`src/rtl/alu_pkg.sv`:
```
// alu_pkg: op encoding, result-stage FSM states and op classification helpers
package alu_pkg;
  typedef enum logic [3:0] {
    OP_ADD  = 4'd0,
    OP_SUB  = 4'd1,
    OP_AND  = 4'd2,
    OP_OR   = 4'd3,
    OP_NEG  = 4'd4,
    OP_NOT  = 4'd5,
    OP_SHR  = 4'd6,
    OP_SHRA = 4'd7,
    OP_SHL  = 4'd8,
    OP_ROR  = 4'd9,
    OP_ROL  = 4'd10,
    OP_MUL  = 4'd11,
    OP_DIV  = 4'd12
  } op_e;

  typedef enum logic [1:0] {IDLE, WAIT, DONE} state_e;

  function automatic logic is_comb_op(input logic [3:0] op);
    return op <= OP_ROL;
  endfunction

  function automatic logic is_muldiv_op(input logic [3:0] op);
    return op == OP_MUL || op == OP_DIV;
  endfunction
endpackage

```
`src/rtl/alu_result_mux.sv`:
```
// alu_result_mux: selects the combinational unit result for an op and flags illegal codes
module alu_result_mux
  import alu_pkg::*;
#(
  parameter int DATA_W = 32
) (
  input  logic [3:0]        op,
  input  logic [DATA_W-1:0] arith_result,
  input  logic [DATA_W-1:0] shl_result,
  input  logic [DATA_W-1:0] shr_result,
  input  logic [DATA_W-1:0] shra_result,
  input  logic [DATA_W-1:0] ror_result,
  input  logic [DATA_W-1:0] rol_result,
  output logic [DATA_W-1:0] result,
  output logic              illegal
);
  // add/sub/and/or/neg/not arrive pre-muxed, so they share one input
  always_comb begin
    result  = op <= OP_NOT  ? arith_result :
              op == OP_SHR  ? shr_result   :
              op == OP_SHRA ? shra_result  :
              op == OP_SHL  ? shl_result   :
              op == OP_ROR  ? ror_result   :
              op == OP_ROL  ? rol_result   : '0;
    illegal = op > OP_DIV;
  end
endmodule

```
`src/rtl/alu_result_stage.sv`:
```
// alu_result_stage: captures the selected ALU or mul/div result into the Z register pair
module alu_result_stage
  import alu_pkg::*;
#(
  parameter int DATA_W         = 32,
  parameter int OP_W           = 4,
  parameter int TIMEOUT_CYCLES = 64
) (
  input  logic                clk,
  input  logic                clr,
  input  logic                start,
  input  logic [OP_W-1:0]     op,
  input  logic [DATA_W-1:0]   arith_result,
  input  logic [DATA_W-1:0]   shl_result,
  input  logic [DATA_W-1:0]   shr_result,
  input  logic [DATA_W-1:0]   shra_result,
  input  logic [DATA_W-1:0]   ror_result,
  input  logic [DATA_W-1:0]   rol_result,
  input  logic [2*DATA_W-1:0] mul_result,
  input  logic [DATA_W-1:0]   div_quot,
  input  logic [DATA_W-1:0]   div_rem,
  input  logic                muldiv_valid,
  output logic                muldiv_start,
  output logic [DATA_W-1:0]   z_hi,
  output logic [DATA_W-1:0]   z_lo,
  output logic                busy,
  output logic                done,
  output logic                err,
  output logic                flag_zero,
  output logic                flag_neg
);
  localparam int CW = $clog2(TIMEOUT_CYCLES);

  state_e            state_q, state_d;
  logic [DATA_W-1:0] z_hi_q, z_hi_d, z_lo_q, z_lo_d, sel;
  logic [CW-1:0]     cnt_q, cnt_d;
  logic              err_q, err_d, fz_q, fz_d, fn_q, fn_d, mds_q, mds_d, is_mul_q, is_mul_d, illegal;
  logic [3:0]        opc;

  assign opc = 4'(op);

  alu_result_mux #(.DATA_W(DATA_W)) u_mux (
    .op           (opc),
    .arith_result (arith_result),
    .shl_result   (shl_result),
    .shr_result   (shr_result),
    .shra_result  (shra_result),
    .ror_result   (ror_result),
    .rol_result   (rol_result),
    .result       (sel),
    .illegal      (illegal)
  );

  // next-state: accept starts only in IDLE, wait on mul/div with a timeout, pulse done once
  always_comb begin
    state_d  = state_q;
    z_hi_d   = z_hi_q;
    z_lo_d   = z_lo_q;
    err_d    = err_q;
    fz_d     = fz_q;
    fn_d     = fn_q;
    mds_d    = 1'b0;
    cnt_d    = cnt_q;
    is_mul_d = is_mul_q;
    case (state_q)
      IDLE: if (start) begin
        err_d   = illegal;
        state_d = is_muldiv_op(opc) ? WAIT : DONE;
        if (is_comb_op(opc)) begin
          z_lo_d = sel;
          z_hi_d = '0;
          fz_d   = sel == '0;
          fn_d   = sel[DATA_W-1];
        end
        if (is_muldiv_op(opc)) begin
          mds_d    = 1'b1;
          cnt_d    = '0;
          is_mul_d = opc == OP_MUL;
        end
      end
      WAIT: begin
        cnt_d = cnt_q + CW'(1);
        if (muldiv_valid) begin
          state_d = DONE;
          {z_hi_d, z_lo_d} = is_mul_q ? mul_result : {div_rem, div_quot};
          fz_d = is_mul_q ? mul_result == '0 : div_quot == '0;
          fn_d = is_mul_q ? mul_result[2*DATA_W-1] : div_quot[DATA_W-1];
        end else if (cnt_q == CW'(TIMEOUT_CYCLES-1)) begin
          err_d   = 1'b1;
          state_d = DONE;
        end
      end
      DONE: state_d = IDLE;
      default: state_d = IDLE;
    endcase
  end

  // state and output registers; clr overrides everything
  always_ff @(posedge clk) begin
    if (clr) begin
      state_q  <= IDLE;
      z_hi_q   <= '0;
      z_lo_q   <= '0;
      err_q    <= 1'b0;
      fz_q     <= 1'b0;
      fn_q     <= 1'b0;
      mds_q    <= 1'b0;
      cnt_q    <= '0;
      is_mul_q <= 1'b0;
    end else begin
      state_q  <= state_d;
      z_hi_q   <= z_hi_d;
      z_lo_q   <= z_lo_d;
      err_q    <= err_d;
      fz_q     <= fz_d;
      fn_q     <= fn_d;
      mds_q    <= mds_d;
      cnt_q    <= cnt_d;
      is_mul_q <= is_mul_d;
    end
  end

  assign muldiv_start = mds_q;
  assign z_hi         = z_hi_q;
  assign z_lo         = z_lo_q;
  assign busy         = state_q == WAIT;
  assign done         = state_q == DONE;
  assign err          = err_q;
  assign flag_zero    = fz_q;
  assign flag_neg     = fn_q;
endmodule

```
`config.mk`:
```
export PLATFORM = sky130hd
export DESIGN_NAME = alu_result_stage
export DESIGN_NICKNAME = d
export VERILOG_FILES = /design/src/rtl/alu_pkg.sv /design/src/rtl/alu_result_mux.sv /design/src/rtl/alu_result_stage.sv
export SDC_FILE = /design/constraint.sdc
export NUM_CORES = 1
export LEC_CHECK = 0
export CAP_MARGIN = 20
export CORE_AREA = 5 5 151 153
export DETAILED_ROUTE_END_ITERATION = 12
export DIE_AREA = 0 0 156 158
export PLACE_DENSITY = 0.7
export SLEW_MARGIN = 20
export SYNTH_ARGS = -nofsm -noshare
export SYNTH_HDL_FRONTEND = slang
export SYNTH_SLANG_ARGS = --single-unit
```
`constraint.sdc`:
```
create_clock -name clk -period 3.1 [get_ports clk]
set_clock_uncertainty 0.1 [all_clocks]
set_input_delay 0.465 -clock clk [delete_from_list [all_inputs] [get_ports clk]]
set_output_delay 0.465 -clock clk [all_outputs]
set_load 0.05 [all_outputs]
```
Yosys cells after proc, flatten, opt, wreduce, memory -nomap -nowiden. Cells that the tools add are included.

ROM bits: 0. Bits in registers: 77. Memories: 0. Bits of input ports: 328. Latch bits: 0. Word-level logic and storage cells: 82. Bits in writable memories: 0. Output and inout port bits: 70.

Divide/modulo/power cells: 0. Multiply operators: 0. Muxes and demuxes: 38. Magnitude comparators: 3. Reduce and logical (&&, ||, !) cells: 12. Shift operators: 0. Equal/unequal tests: 17. $add $sub $neg: 1. Bitwise gates (word level): 2.

Operator list (count): 32-bit 2-to-1 mux (12); 32-bit case mux with 2 select lines (2); 32-bit logical NOT (2); 64-bit logical NOT (1); 64-bit 2-to-1 mux (1); 4-bit == test (second input constant) (5); 1-bit 2-to-1 mux (12); 6-bit 2-to-1 mux (2); 6-bit case mux with 2 select lines (1); 2-bit inequality test (second input constant) (5); 4-bit by 3-bit == test with 1-bit output (second input constant) (2); 2-bit 2-to-1 mux (4); 4-bit AND reduction (2); 6-bit by 1-bit adder with 6-bit output (second input constant) (1); 6-bit == test (second input constant) (1); 1-bit case mux with 2 select lines (3); 3-bit AND reduction (2); 4-bit greater-than comparator (second input constant) (1); 4-bit by 3-bit less-or-equal comparator with 1-bit output (second input constant) (1); 4-bit less-or-equal comparator (second input constant) (1); 2-bit case mux with 2 select lines (1); 3-bit by 2-bit inequality test with 1-bit output (second input constant) (1); 3-bit OR reduction (1); 2-bit by 1-bit == test with 1-bit output (second input constant) (1); other kinds (7) (8).

Logic depth before layout (Yosys ltp).
Depth in word-level cells: 11. Gate-level depth with buffers: 12.

By module. Synthesis repeated with hierarchy kept, for this count alone.

Cell total of the unflattened synthesis: 714. Area total of the unflattened synthesis: 5888.1 um2.

Modules (own cells, without submodules): alu_result_stage (seq. area each 1541.5 um2, cells each 521, times used 1, area each 4145.2 um2); alu_result_mux (seq. area each 0.0 um2, cells each 193, times used 1, area each 1742.9 um2).

Least setup slack after synthesis. OpenSTA, ideal clock, no wires.

Path kind: input port to flip-flop. Start point: input op[1]. End point: register fz_q (netlist: flag_zero). Slack: 631 ps. Buffers on the path: 2. Cell stages on the path: 9. Arrival time: 2273 ps. Data required time: 2904 ps. Path through: buf_6 buf_8 and3b_4 a22oi_1 o41ai_1 and4bb_2 nand4_1 or4_1 o41ai_2.

Cells in the longest elaborated chain, start to end: 11. Elaborated cells between the ends (all ways): 19.

RTL lines: start: declaration (line alu_result_stage.sv:12) `input logic [OP_W-1:0] op,`; 4-bit == test (line alu_result_mux.sv:24) `op == OP_ROL ? rol_result : '0;`; 32-bit 2-to-1 mux (line alu_result_mux.sv:24); 32-bit 2-to-1 mux (line alu_result_mux.sv:23) `op == OP_ROR ? ror_result :`; 32-bit 2-to-1 mux (line alu_result_mux.sv:22) `op == OP_SHL ? shl_result :`; 32-bit 2-to-1 mux (line alu_result_mux.sv:21) `op == OP_SHRA ? shra_result :`; 32-bit 2-to-1 mux (line alu_result_mux.sv:20) `op == OP_SHR ? shr_result :`; 32-bit 2-to-1 mux (line alu_result_mux.sv:19) `result = op <= OP_NOT ? arith_result :`; 32-bit logical NOT (line alu_result_stage.sv:72) `fz_d = sel == '0;`; 1-bit 2-to-1 mux (line alu_result_stage.sv:69) `if (is_comb_op(opc)) begin`; 1-bit 2-to-1 mux (line alu_result_stage.sv:66) `IDLE: if (start) begin`; 1-bit case mux with 2 select lines (line alu_result_stage.sv:65) `case (state_q)`; end signal: assignment (line alu_result_stage.sv:115) `fz_q <= fz_d;`; end: declaration (line alu_result_stage.sv:37) `logic err_q, err_d, fz_q, fz_d, fn_q, fn_d, mds_q, mds_d, is_mul_q, is_mul_d, illegal;`.

Several ways; a longest one is shown, not always the timed one. The select of a mux whose other input is x is not followed. A chain may end at the register's enable or synchronous reset.

Worst setup path in the final report.
Start point: input op[2]. End point: register fz_q (netlist: flag_zero).

Same word-level chain as after synthesis.

==> flow_summary.json <==
{
  "r2r_slack_ps": 970,
  "r2r_cells": 7,
  "antenna_found_initial": 0,
  "grt-ovfl-total": 0,
  "post_cts_buffers": 0,
  "wl_per_cell_um": 21.4,
  "postCtsHoldBufs": 0,
  "synth-adder-area-share": 0.00206,
  "yosys.area_share.xor_xnor": 0.00578,
  "synthMuxAreaShare": 0.147,
  "cts_inserted_buffers": 9,
  "vias": 7806,
  "slew_viol_final": 0,
  "max_slew_margin": 0.496,
  "setup-violations-final": 0,
  "synth_nets": 1149,
  "grt_pass1_vias": 7700,
  "yosys_register_bits": 77,
  "clock_latency_ps": 350,
  "synth_cells": 820,
  "irDropWorstVdd_v": 0.000247,
  "drt_iter0_drc": 622,
  "min_period_ps": 2760,
  "grt_pass1_wl_um": 45600,
  "clk_pin_slew_ps": 70,
  "layout-drive-gt1-share": 0.0793,
  "initial_utilization": 0.283,
  "rsz0062_at_grt": "no",
  "nets": 1535,
  "fp.dieW_um": 156,
  "rr_startpoint": "is_mul_q$_SDFFE_PP0P_",
  "clkSinkCount": 77,
  "synthFlopType": "dfxtp_1",
  "cap_violations": 0,
  "cts_buffer_depth": 2,
  "ys_seq_area_frac": 0.254,
  "arrival_ps": 2910,
  "hpwlAfterDp_um": 26600,
  "drt-total-wl_um": 31800,
  "dr.pass1.iters": 5,
  "min_period_over_period": 0.890,
  "setup_tns_ps": 0,
  "status": "finished clean",
  "n_fill_cell": 2098,
  "grt.total_usage": 0.243,
  "numPortBuffers": 397,
  "worst_slack_ps": 341,
  "worstMarginPinSlew_ps": 747,
  "synth_compound_area_frac": 0.279,
  "crit_type": "in -> reg",
  "gp_congestion": 0.931,
  "fmax_mhz": 362,
  "syn-cell-area_mm2": 0.00607,
  "synth_simple_gate_area_frac": 0.237,
  "crit_start": "op[2]",
  "mostFrequentLayoutCell": "clkdlybuf4s50_1",
  "final_cell_mix": "clkdlybuf4s50_1 (392), nor2_1 (125), a21oi_1 (111), mux2i_1 (79), dfxtp_1 (76)",
  "diodes": 0,
  "grt_max_degree": 75,
  "cts_tree": "yes",
  "r2r-end": "flag_zero$_SDFFE_PP0P_",
  "min_path_type": "in -> reg",
  "row_count": 54,
  "core_mm2": 0.0214,
  "htree_levels": 3,
  "die_y_um": 158,
  "end_kind": "register",
  "critPathMaxFanout": 8,
  "cts-resized-gates": 0,
  "place_ws_ps": 9.93,
  "drc": 0,
  "p_per_area_mw_per_mm2": 311,
  "avgSynthCellArea_um2": 7.40,
  "vias_per_cell": 5.24,
  "synth_top_family_by_area": "compound AO/OA/AOI/OAI gates",
  "leakage_nw": 3.89,
  "ys_types": 55,
  "hold_viol": 0,
  "cts-root-buf": "clkbuf_16",
  "die_area_mm2": 0.0246,
  "ant_nets": 0,
  "syn2layout_area_growth_pct": 78.4,
  "yosysWarnings": 0,
  "synth_edf_count": 0,
  "critPathCapture": "flag_zero$_SDFFE_PP0P_",
  "num_io_pins": 398,
  "synth-async-reset-ratio": 0,
  "crit_required_ps": 3250,
  "start_kind": "input port"
}
## kinds of logic (layout without fill, tap and decap cells)
kind of cell | Yosys count | in the layout
XOR/XNOR | 4 | 4
AO/OA/AOI/OAI | 259 | 259
adder cells (fa/ha/maj) | 1 | 1
flip-flops | 77 | 77
AND/OR/NAND/NOR | 298 | 298
buffers and inverters | 93 | 484
multiplexers | 88 | 88
## cells in the mapped netlist (all sizes together) (9+ instances only)
library cell	instances	share of area
inv	12	0.0074
a21oi	111	0.092
nand4	10	0.010
mux2i	79	0.13
nand3b	9	0.011
a211oi	54	0.067
buf	43	0.043
o211ai	14	0.017
nand2	33	0.020
dfxtp	77	0.25
nor3	44	0.036
mux2	9	0.017
clkbuf	38	0.024
nor4	23	0.024
o21ai	18	0.015
nor2	125	0.077
a211o	11	0.016
nor2b	26	0.027
## worst min path at each step
stage	from	slack, ps	cells after the start	to
after global routing	clr	350	2	state_q[0]$_SDFFE_PP0P_
after CTS	clr	330	2	state_q[0]$_SDFFE_PP0P_
after global placement	z_lo[8]$_SDFFE_PP0P_	340	2	z_lo[8]$_SDFFE_PP0P_
final	clr	340	2	state_q[0]$_SDFFE_PP0P_
after floorplan	state_q[1]$_SDFFE_PP0P_	350	1	state_q[1]$_SDFFE_PP0P_
after detailed placement	z_lo[1]$_SDFFE_PP0P_	350	2	z_lo[1]$_SDFFE_PP0P_
## layer usage
layer  up-vias  share of wire  global-route usage
met2       265           0.50               0.414
met1      3685           0.42               0.311
li1       3815              -                   -
met3        41          0.065              0.0634
met4         0          0.020              0.0521
met5         -              0                   0
## registers in the layout, indices dropped and copies added (netlist names)
name	cells
flag_neg	1
muldiv_start	1
cnt_q	6
flag_zero	1
z_hi	32
err	1
is_mul_q	1
z_lo	32
state_q	2
## metrics by stage
| stage | area [um2] | hold slack, ps | instances | power (W) | util |
|---|---|---|---|---|---|
| floorplan | 6070 | 347 | 820 | 0.00158 | - |
| global placement | 10500 | 337 | 1475 | 0.00230 | 0.492 |
| detailed placement | 10500 | 348 | 1475 | 0.00230 | 0.492 |
| CTS | 10800 | 333 | 1491 | 0.00339 | 0.505 |
| global route | 10800 | 351 | 1491 | 0.00351 | 0.505 |
| finish | 10800 | 344 | 1491 | 0.00337 | 0.505 |
## critical path: stages
cell and delay (ps):
clkdlybuf4s50_1 560, nand2_1 240, nor2_1 70, a21oi_1 120, o32ai_1 110, or4_1 610
or4_1 440, o41ai_2 300
## power breakdown
part	leakage (nW)	internal [W]	switching (W)	total, W
Clock	0.147	0.000646	0.000438	0.00108
Combinational	3.12	0.000658	0.000587	0.00124
Sequential	0.625	0.00102	0.0000194	0.00104
## final cells by class
class	instances	area, um2	share of cell area
multi-input cells	650	4080	0.377
repair buffers	456	4510	0.416
clock buffers	12	246	0.0228
well taps	280	350	0.0324
flip-flops and latches	77	1550	0.143
inverters	12	45.0	0.00416
clock inverters	4	48.8	0.00451
Power figures use the tool's default switching activity.
